### config.mk
export PLATFORM = sky130hd
export DESIGN_NAME = uart_tx_stream
export DESIGN_NICKNAME = d
export VERILOG_FILES = /design/src/rtl/uart_tx_stream.sv
export SDC_FILE = /design/constraint.sdc
export NUM_CORES = 1
export LEC_CHECK = 0
export CAP_MARGIN = 10
export CORE_MARGIN = 10
export CORE_UTILIZATION = 45
export DETAILED_ROUTE_END_ITERATION = 8
export GPL_TIMING_DRIVEN = 0
export HOLD_SLACK_MARGIN = 0.15
export PLACE_DENSITY = 0.65
export SLEW_MARGIN = 10
export SYNTH_ARGS = -nofsm -noshare
export SYNTH_HDL_FRONTEND = slang
export SYNTH_SLANG_ARGS = --single-unit
export TNS_END_PERCENT = 100
### constraint.sdc
create_clock -name clk -period 3.3 [get_ports clk]
set_clock_uncertainty 0.05 [all_clocks]
set_input_delay 0.825 -clock clk [delete_from_list [all_inputs] [get_ports clk]]
set_output_delay 0.825 -clock clk [all_outputs]
set_load 0.005 [all_outputs]
### src/rtl/uart_tx_stream.sv
// rtl/uart_tx_stream.sv - 8N1 byte-stream UART transmitter with a small input FIFO
//
// Bytes are accepted over a valid/ready handshake into a FIFO and then sent
// LSB first as 8N1 frames. While data is queued, frames go out back to back
// with no idle gap between them.
//
// Ports:
//   clk        system clock
//   rst        synchronous, active-high reset
//   tx_data    byte to send
//   tx_valid   tx_data is valid
//   tx_ready   FIFO can accept a byte (combinational !full from the registered count)
//   tx         registered serial line, idles high
//   busy       a frame is on the line or the FIFO is non-empty
//   tx_done    one-cycle pulse on the final cycle of each stop bit
//   fifo_count queued bytes, not counting the byte in flight
module uart_tx_stream #(
    parameter int CLKS_PER_BIT = 868,
    parameter int FIFO_DEPTH   = 4
) (
    input  logic                          clk,
    input  logic                          rst,
    input  logic [7:0]                    tx_data,
    input  logic                          tx_valid,
    output logic                          tx_ready,
    output logic                          tx,
    output logic                          busy,
    output logic                          tx_done,
    output logic [$clog2(FIFO_DEPTH):0]   fifo_count
);

    localparam int PW = $clog2(FIFO_DEPTH);
    localparam int CW = PW + 1;
    localparam int BW = $clog2(CLKS_PER_BIT);
    localparam logic [BW-1:0] BAUD_LAST = BW'(CLKS_PER_BIT - 1);
    localparam logic [CW-1:0] FULL      = CW'(FIFO_DEPTH);

    typedef enum logic [1:0] {IDLE, START, DATA, STOP} state_t;

    // FIFO storage and pointers; pointers wrap naturally at FIFO_DEPTH.
    logic [7:0]    mem [FIFO_DEPTH];
    logic [PW-1:0] wr_ptr;
    logic [PW-1:0] rd_ptr;
    logic [CW-1:0] count;
    logic          push;
    logic          pop;
    logic          empty;

    // Transmit FSM and datapath.
    state_t        state, state_nx;
    logic [BW-1:0] baud, baud_nx;
    logic [2:0]    bit_idx, bit_idx_nx;
    logic [7:0]    shift, shift_nx;
    logic          tx_nx;
    logic          bit_end;

    assign empty      = (count == '0);
    assign tx_ready   = (count != FULL);
    assign push       = tx_valid && tx_ready;
    assign fifo_count = count;
    assign busy       = (state != IDLE) || !empty;
    assign bit_end    = (baud == BAUD_LAST);
    assign tx_done    = (state == STOP) && bit_end;

    always_ff @(posedge clk) begin
        if (push) begin
            mem[wr_ptr] <= tx_data;
        end
    end

    // Pushes are gated by tx_ready, which is derived from the registered
    // count, so a full FIFO refuses a push even when a pop frees a slot on
    // the same edge.
    always_ff @(posedge clk) begin
        if (rst) begin
            wr_ptr <= '0;
            rd_ptr <= '0;
            count  <= '0;
        end else begin
            if (push) begin
                wr_ptr <= wr_ptr + PW'(1);
            end
            if (pop) begin
                rd_ptr <= rd_ptr + PW'(1);
            end
            case ({push, pop})
                2'b10:   count <= count + CW'(1);
                2'b01:   count <= count - CW'(1);
                default: count <= count;
            endcase
        end
    end

    always_ff @(posedge clk) begin
        if (rst) begin
            state   <= IDLE;
            baud    <= '0;
            bit_idx <= '0;
            shift   <= '0;
            tx      <= 1'b1;
        end else begin
            state   <= state_nx;
            baud    <= baud_nx;
            bit_idx <= bit_idx_nx;
            shift   <= shift_nx;
            tx      <= tx_nx;
        end
    end

    // tx is registered, so every transition drives the value the line takes
    // for the coming bit period. shift is consumed right to left; shift[1]
    // is the next data bit to present.
    always_comb begin
        state_nx   = state;
        baud_nx    = bit_end ? '0 : baud + BW'(1);
        bit_idx_nx = bit_idx;
        shift_nx   = shift;
        tx_nx      = tx;
        pop        = 1'b0;
        case (state)
            IDLE: begin
                baud_nx = '0;
                tx_nx   = 1'b1;
                if (!empty) begin
                    pop      = 1'b1;
                    shift_nx = mem[rd_ptr];
                    tx_nx    = 1'b0;
                    state_nx = START;
                end
            end
            START: begin
                if (bit_end) begin
                    tx_nx      = shift[0];
                    bit_idx_nx = '0;
                    state_nx   = DATA;
                end
            end
            DATA: begin
                if (bit_end) begin
                    if (bit_idx == 3'd7) begin
                        tx_nx    = 1'b1;
                        state_nx = STOP;
                    end else begin
                        tx_nx      = shift[1];
                        shift_nx   = shift >> 1;
                        bit_idx_nx = bit_idx + 3'd1;
                    end
                end
            end
            STOP: begin
                if (bit_end) begin
                    if (!empty) begin
                        pop      = 1'b1;
                        shift_nx = mem[rd_ptr];
                        tx_nx    = 1'b0;
                        state_nx = START;
                    end else begin
                        tx_nx    = 1'b1;
                        state_nx = IDLE;
                    end
                end
            end
            default: begin
                tx_nx    = 1'b1;
                state_nx = IDLE;
            end
        endcase
    end

endmodule
Word-level counts from Yosys, hierarchy flattened. Memories as Yosys holds them, arrays and structs flattened. A register that Yosys moved wholly into a read port is not among the register bits. Index checks and enable logic that the tools add are counted. W data, S select, Z words.

Add/sub/neg operators: 6. Equality and inequality tests: 14. Mux-type cells: 30. Reductions and logical operators: 15.

Operators with widths (count): $mux W8 (4); $pmux W8 S3 (1); $mux W2 (7); $ne A2 B2 Y1 const B (6); $pmux W3 S2 (2); $add A10 B1 Y10 const B (1); $eq A10 B10 Y1 const B (1); $mux W1 (10); $mux W3 (3); $pmux W2 S4 (1); $reduce_and A4 Y1 (2); $add A3 B1 Y3 const B (2); $eq A2 B2 Y1 const B (3); $reduce_bool A2 Y1 (3); $reduce_and A5 Y1 (1); $add A2 B1 Y2 const B (2); $eq A2 B1 Y1 const B (2); $pmux W1 S4 (1); $eq A3 B3 Y1 const B (1); $logic_not A3 Y1 (1); $ne A3 B3 Y1 const B (1); $reduce_and A3 Y1 (1); $reduce_bool A3 Y1 (1); $reduce_or A3 Y1 (1); 6 further kinds (7).

Bits in registers: 31. RAM bits: 32. Bits of input ports: 11. Output and inout bits: 7. Memories: 1.

Memory list: mem (depth 4, bits a word 8, rd ports 1, clocked after Yosys merged registers in 1, write ports 1, RTL line 41) `logic [7:0] mem [FIFO_DEPTH];`.

Logic depth before layout (Yosys ltp). Gate-level depths: netlist of the first run.

Word-level depth: 6. Mapped depth: 10. Mapped depth without buffers: 10.

Worst setup path after synthesis of the first run. No wires, ideal clock.

Kind: register to register. Start point: register baud[0]. End point: register count[2] (netlist: fifo_count[2]). Setup time: 0.071 ns. Arrival: 2.291 ns. Required time: 3.179 ns. Setup slack: 0.888 ns. Stages on the path, launching flop included: 11. Path buffers: 0. Cells stage by stage: dfxtp_1 > ha_1 > and4bb_4 > a41oi_4 > nor3_1 > ha_1 > inv_1 > fa_1 > xor2_1 > or3_1 > a21oi_1.

Cells in the longest elaborated chain, start to end: 5. Elaborated cells between the ends (all ways): 7.

Ends and longest elaborated chain: start, declared (RTL line 51) `logic [BW-1:0] baud, baud_nx;`; start signal, assigned (RTL line 103) `baud <= baud_nx;`; $eq A10 B10 Y1 * (RTL line 62) `assign bit_end = (baud == BAUD_LAST);`; $mux W1 * (RTL line 151) `if (bit_end) begin`; $pmux W1 S2 * (RTL line 120) `case (state)`; named net pop (RTL line 46) `logic pop;`; $eq A2 B1 Y1 or $eq A2 B2 Y1 (tied branches) (RTL line 86) `case ({push, pop})`; $pmux W3 S2 or $reduce_bool A2 Y1 (tied branches); end signal, assigned (RTL line 87) `2'b10: count <= count + CW'(1);`; end signal, assigned (RTL line 88) `2'b01: count <= count - CW'(1);`; end signal, assigned (RTL line 89) `default: count <= count;`; end, declared (RTL line 44) `logic [CW-1:0] count;`.

Mark *: on every way through the listed nets, which the timed path passes. The rest lies on a longest branch. A chain may end at the register's enable or synchronous reset.

Worst setup path in the final report of the first run.
Start point: register baud[0]. End point: output port tx_done.

Cells in the longest elaborated chain, start to end: 2.

Ends and longest elaborated chain: $eq A10 B10 Y1 (RTL line 62); $logic_and A1 B1 Y1 (RTL line 63) `assign tx_done = (state == STOP) && bit_end;`; end, declared (RTL line 28) `output logic tx_done,`.

No other way between the ends.

==> PnR_summary.wiki, run 1 <==
{| class="wikitable"
! Metric !! Value
|-
| Clock transition at the registers of the reported paths || 80 ps
|-
| Met1 Usage GRT || 0.138
|-
| Critical path required time || roughly 2400 ps
|-
| Worst endpoint data arrival time || approximately 2000 ps
|-
| Worst hold slack || 411 ps
|-
| Sequential share of the synthesized area || 0.552
|-
| Setup repair after global routing missed its margin || no
|-
| Die width || 101 µm
|-
| Share of flip-flops with an asynchronous set or reset || 0
|-
| Largest cells by area after synthesis || sky130_fd_sc_hd__edfxtp_1 (33%), sky130_fd_sc_hd__dfxtp_1 (23%), sky130_fd_sc_hd__mux4_2 (6.1%)
|-
| Number of enable-type register cells in the synthesized netlist || 32
|-
| Clock tree from TritonCTS || yes
|-
| Detailed-route via count || 1,874
|-
| Crit Path Class || flop to output port
|-
| Critical path capture point type || output port
|-
| Fraction of layout cells with a size suffix above 1 || 0.150
|-
| Most used standard cells in the synthesized netlist || sky130_fd_sc_hd__dfxtp_1 (33), sky130_fd_sc_hd__edfxtp_1 (32), sky130_fd_sc_hd__a21oi_1 (19)
|-
| Origin of the critical flop-to-flop path || baud[0]
|-
| Global-route wire length before repair || 9110 µm
|-
| Pin count of the biggest net entering global routing || 14
|-
| Global-route met2 utilization || 0.179
|-
| Area of the die || between 0.01 and 0.015 mm²
|-
| Total power || 2850 µW
|-
| Drt initial violations || 66
|-
| Worst hold path class || flop to flop
|-
| Headroom to the max-slew limit || 0.585
|-
| YS warnings || 0
|-
| Startpoint of the most critical hold path || bit_idx[1]
|-
| DR vias/cell || 5.35
|-
| Post-route DRC violation count || 0
|-
| Level count of the clock H-tree || 3
|-
| Clock sinks || 65
|-
| CTS Buffer Depth || 2
|-
| Routed wire length || 5360 µm
|-
| Static leakage power || 0.00118 µW
|-
| Fin Setup TNS || 0 ps
|-
| Hold Fails Final Rpt || 0
|-
| Power density over the cells || 837 mW/mm²
|-
| Most used DFF post-synth || sky130_fd_sc_hd__dfxtp_1
|-
| Net count of the mapped netlist || 266
|-
| Via count of the first global-routing pass || 1,853
|-
| Top-level port count || 18
|-
| Non-Filler Instances || 350
|-
| Post-Syn Area per Cell || 12.2 µm²
|-
| Distinct cell type count after synthesis || 46
|-
| Leading area contributor after synthesis || sky130_fd_sc_hd__edfxtp_1
|-
| Antenna violations before repair || 0
|-
| Filler Cell Count || ~550
|-
| Post-CTS Hold Fix Bufs || 0
|-
| Slew at the pin closest to its max-slew limit || 618 ps
|-
| R2r setup slk || 670 ps
|-
| Core Footprint || 0.00635 mm²
|-
| Met3 usage || 0.0439
|-
| Clk Latency, worst-skew pair || roughly 350 ps
|-
| Worst-case hold path end point || bit_idx[1]
|-
| Dpl cells || between 300 and 400
|-
| Worst-case vdd ir drop || 0.389 mV
|-
| Critical path peak fanout || 6
|-
| Area growth from synthesis to layout || 15.9%
|-
| Grt peak-use layer || met2
|-
| Number of maximum-capacitance constraint violations || 0
|-
| Sequential cell area || 0.00162 mm²
|-
| Total Nets Final || 294
|-
| Synthesized instance count || 240
|-
| Post-Synthesis Cell Area || 0.00294 mm²
|-
| 1st-pass router iterations || 4
|-
| Number of setup violations in the final report || 0
|-
| Result of the run || finished, final reports clean
|-
| Port Buffers || 17
|-
| Area occupied by multi-input gates || 0.00122 mm²
|-
| Worst Reg2Reg Path Length in Cells || 10
|-
| Initial Util || 0.462
|-
| Hpwl dp || about 3700 µm
|-
| Shortest period the worst path allows || 2880 ps
|-
| Ant diodes || 0
|-
| Global route total overflow || 0
|-
| Synth top area share || 0.327
|-
| Flip-flop and latch count after synthesis || 65
|-
| Die outline height || roughly 100 µm
|-
| Hold Path Cell Cnt || 2
|-
| Largest stage delay on the critical path || 500 ps
|-
| Number of gates given a new drive strength after cts || 0
|-
| Most frequent cell after synthesis || sky130_fd_sc_hd__dfxtp_1
|-
| Routability-driven placement congestion ratio || 0.760
|-
| Buffers inserted by post-CTS timing repair || 0
|-
| Final slew viol count || 0
|-
| Overall Global Routing Usage || 0.116
|-
| Wire length per cell after detailed routing || 15.3 µm
|-
| Startpoint type of the worst setup path || flop
|-
| Ordered list of cells on the worst path || ha_1 -> and4bb_4 -> and4_2 -> clkdlybuf4s50_1
|-
| Fin util || 0.536
|-
| Fmax || between 0.3 and 0.4 GHz
|-
| Count of antenna-violating nets left after detailed routing || 0
|-
| CP max-delay cell || sky130_fd_sc_hd__clkdlybuf4s50_1
|-
| Capture point of the worst reg-to-reg path || fifo_count[2]
|-
| Buffer cell driving the clock tree root || sky130_fd_sc_hd__clkbuf_8
|-
| Final worst path period share || 0.874
|-
| Cts bufs inserted || 9
|-
| Placement row count || 29
|}
[flip-flops by register name (all words and copies together) (netlist names), named ones only]
signal	flops
baud	10
shift	8
tx	1
wr_ptr	2
state	2
fifo_count	3
bit_idx	3
mem	32
rd_ptr	2
[power by group]
part	switching (µW)	internal, µW	total [µW]
Combinational	572	496	1070
Clock	332	355	687
Sequential	83.8	1010	1090
Total	988	1860	2850
[per-stage QoR]
step	area [µm²]	setup slack, ps
floorplan	2940	888
global placement	3200	415
detailed placement	3200	390
CTS	3400	381
global route	3400	321
finish	3400	416
[worst max-delay path by stage]
stage	end	from	slack, ps	depth (start not counted)
after floorplan	fifo_count[2]	baud[0]	890	10
after global placement	fifo_count[2]	tx_valid	410	9
after detailed placement	fifo_count[2]	tx_valid	390	9
after CTS	tx_done	baud[0]	380	4
after global routing	tx_done	baud[0]	320	4
final	tx_done	baud[0]	420	4
[placed cells by master (no fill, tap or decap), types with 2 or more instances in the layout]
master | Yosys | final
sky130_fd_sc_hd__buf_2 | 4 | 4
sky130_fd_sc_hd__and3_1 | 5 | 5
sky130_fd_sc_hd__edfxtp_1 | 32 | 32
sky130_fd_sc_hd__inv_6 | 0 | 2
sky130_fd_sc_hd__or3_1 | 11 | 11
sky130_fd_sc_hd__dfxtp_1 | 33 | 33
sky130_fd_sc_hd__o31ai_1 | 2 | 2
sky130_fd_sc_hd__clkinv_4 | 0 | 2
sky130_fd_sc_hd__mux4_2 | 8 | 8
sky130_fd_sc_hd__inv_1 | 10 | 10
sky130_fd_sc_hd__nand3_1 | 2 | 2
sky130_fd_sc_hd__o21ai_0 | 12 | 12
sky130_fd_sc_hd__mux2i_1 | 7 | 7
sky130_fd_sc_hd__or3b_1 | 2 | 2
sky130_fd_sc_hd__clkdlybuf4s50_1 | 0 | 17
sky130_fd_sc_hd__nor3_1 | 4 | 4
sky130_fd_sc_hd__xor2_1 | 7 | 7
sky130_fd_sc_hd__nor2b_1 | 3 | 3
sky130_fd_sc_hd__nand4_1 | 2 | 2
sky130_fd_sc_hd__and4_2 | 2 | 2
sky130_fd_sc_hd__clkbuf_1 | 4 | 4
sky130_fd_sc_hd__xnor2_1 | 3 | 3
sky130_fd_sc_hd__or2_2 | 2 | 2
sky130_fd_sc_hd__clkbuf_8 | 0 | 9
sky130_fd_sc_hd__nand2_1 | 13 | 13
sky130_fd_sc_hd__ha_1 | 14 | 14
sky130_fd_sc_hd__nor2_1 | 17 | 17
sky130_fd_sc_hd__a21oi_1 | 19 | 19
[final cells by class]
| class | instances | area share |
|---|---|---|
| buffer | 10 | 0.0151 |
| clock buffer | 9 | 0.0364 |
| clock inverter | 7 | 0.0228 |
| inverter | 10 | 0.0110 |
| multi-input combinational | 155 | 0.360 |
| sequential | 65 | 0.476 |
| tap | 77 | 0.0283 |
| timing repair buffer | 17 | 0.0500 |
[logic make-up after synthesis]
logic type | Yosys count | share of synthesized area
flops | 65 | 0.552
simple gates | 69 | 0.130
mux | 15 | 0.0853
fa+ha+maj | 15 | 0.0665
compound gates | 46 | 0.105
xor+xnor | 10 | 0.0298
buf+inv | 20 | 0.0303
[worst max-delay path, delay by kind of cell, from the launching register on]
family,cells,cell delay [ps]
adders and majority gates,1,220
DFF,1,360
and+or+nand+nor,2,580
buffers and inverters,1,500
[metal layers]
layer	vias up	wire length, µm
li1	940	-
met1	898	2490
met2	27	2550
met3	9	221
met4	0	101
met5	-	0
No activity file was read; power rests on OpenSTA's default activity.
==> run 2: changes to the inputs <==
--- a/config.mk
+++ b/config.mk
@@ -12,6 +12,7 @@
 export GPL_TIMING_DRIVEN = 0
 export HOLD_SLACK_MARGIN = 0.15
 export PLACE_DENSITY = 0.65
+export SETUP_SLACK_MARGIN = 0.02
 export SLEW_MARGIN = 10
 export SYNTH_ARGS = -nofsm -noshare
 export SYNTH_HDL_FRONTEND = slang
==> results of run 2 <==
Same layout as run 1: the final DEF is identical, and so are final timing and power.
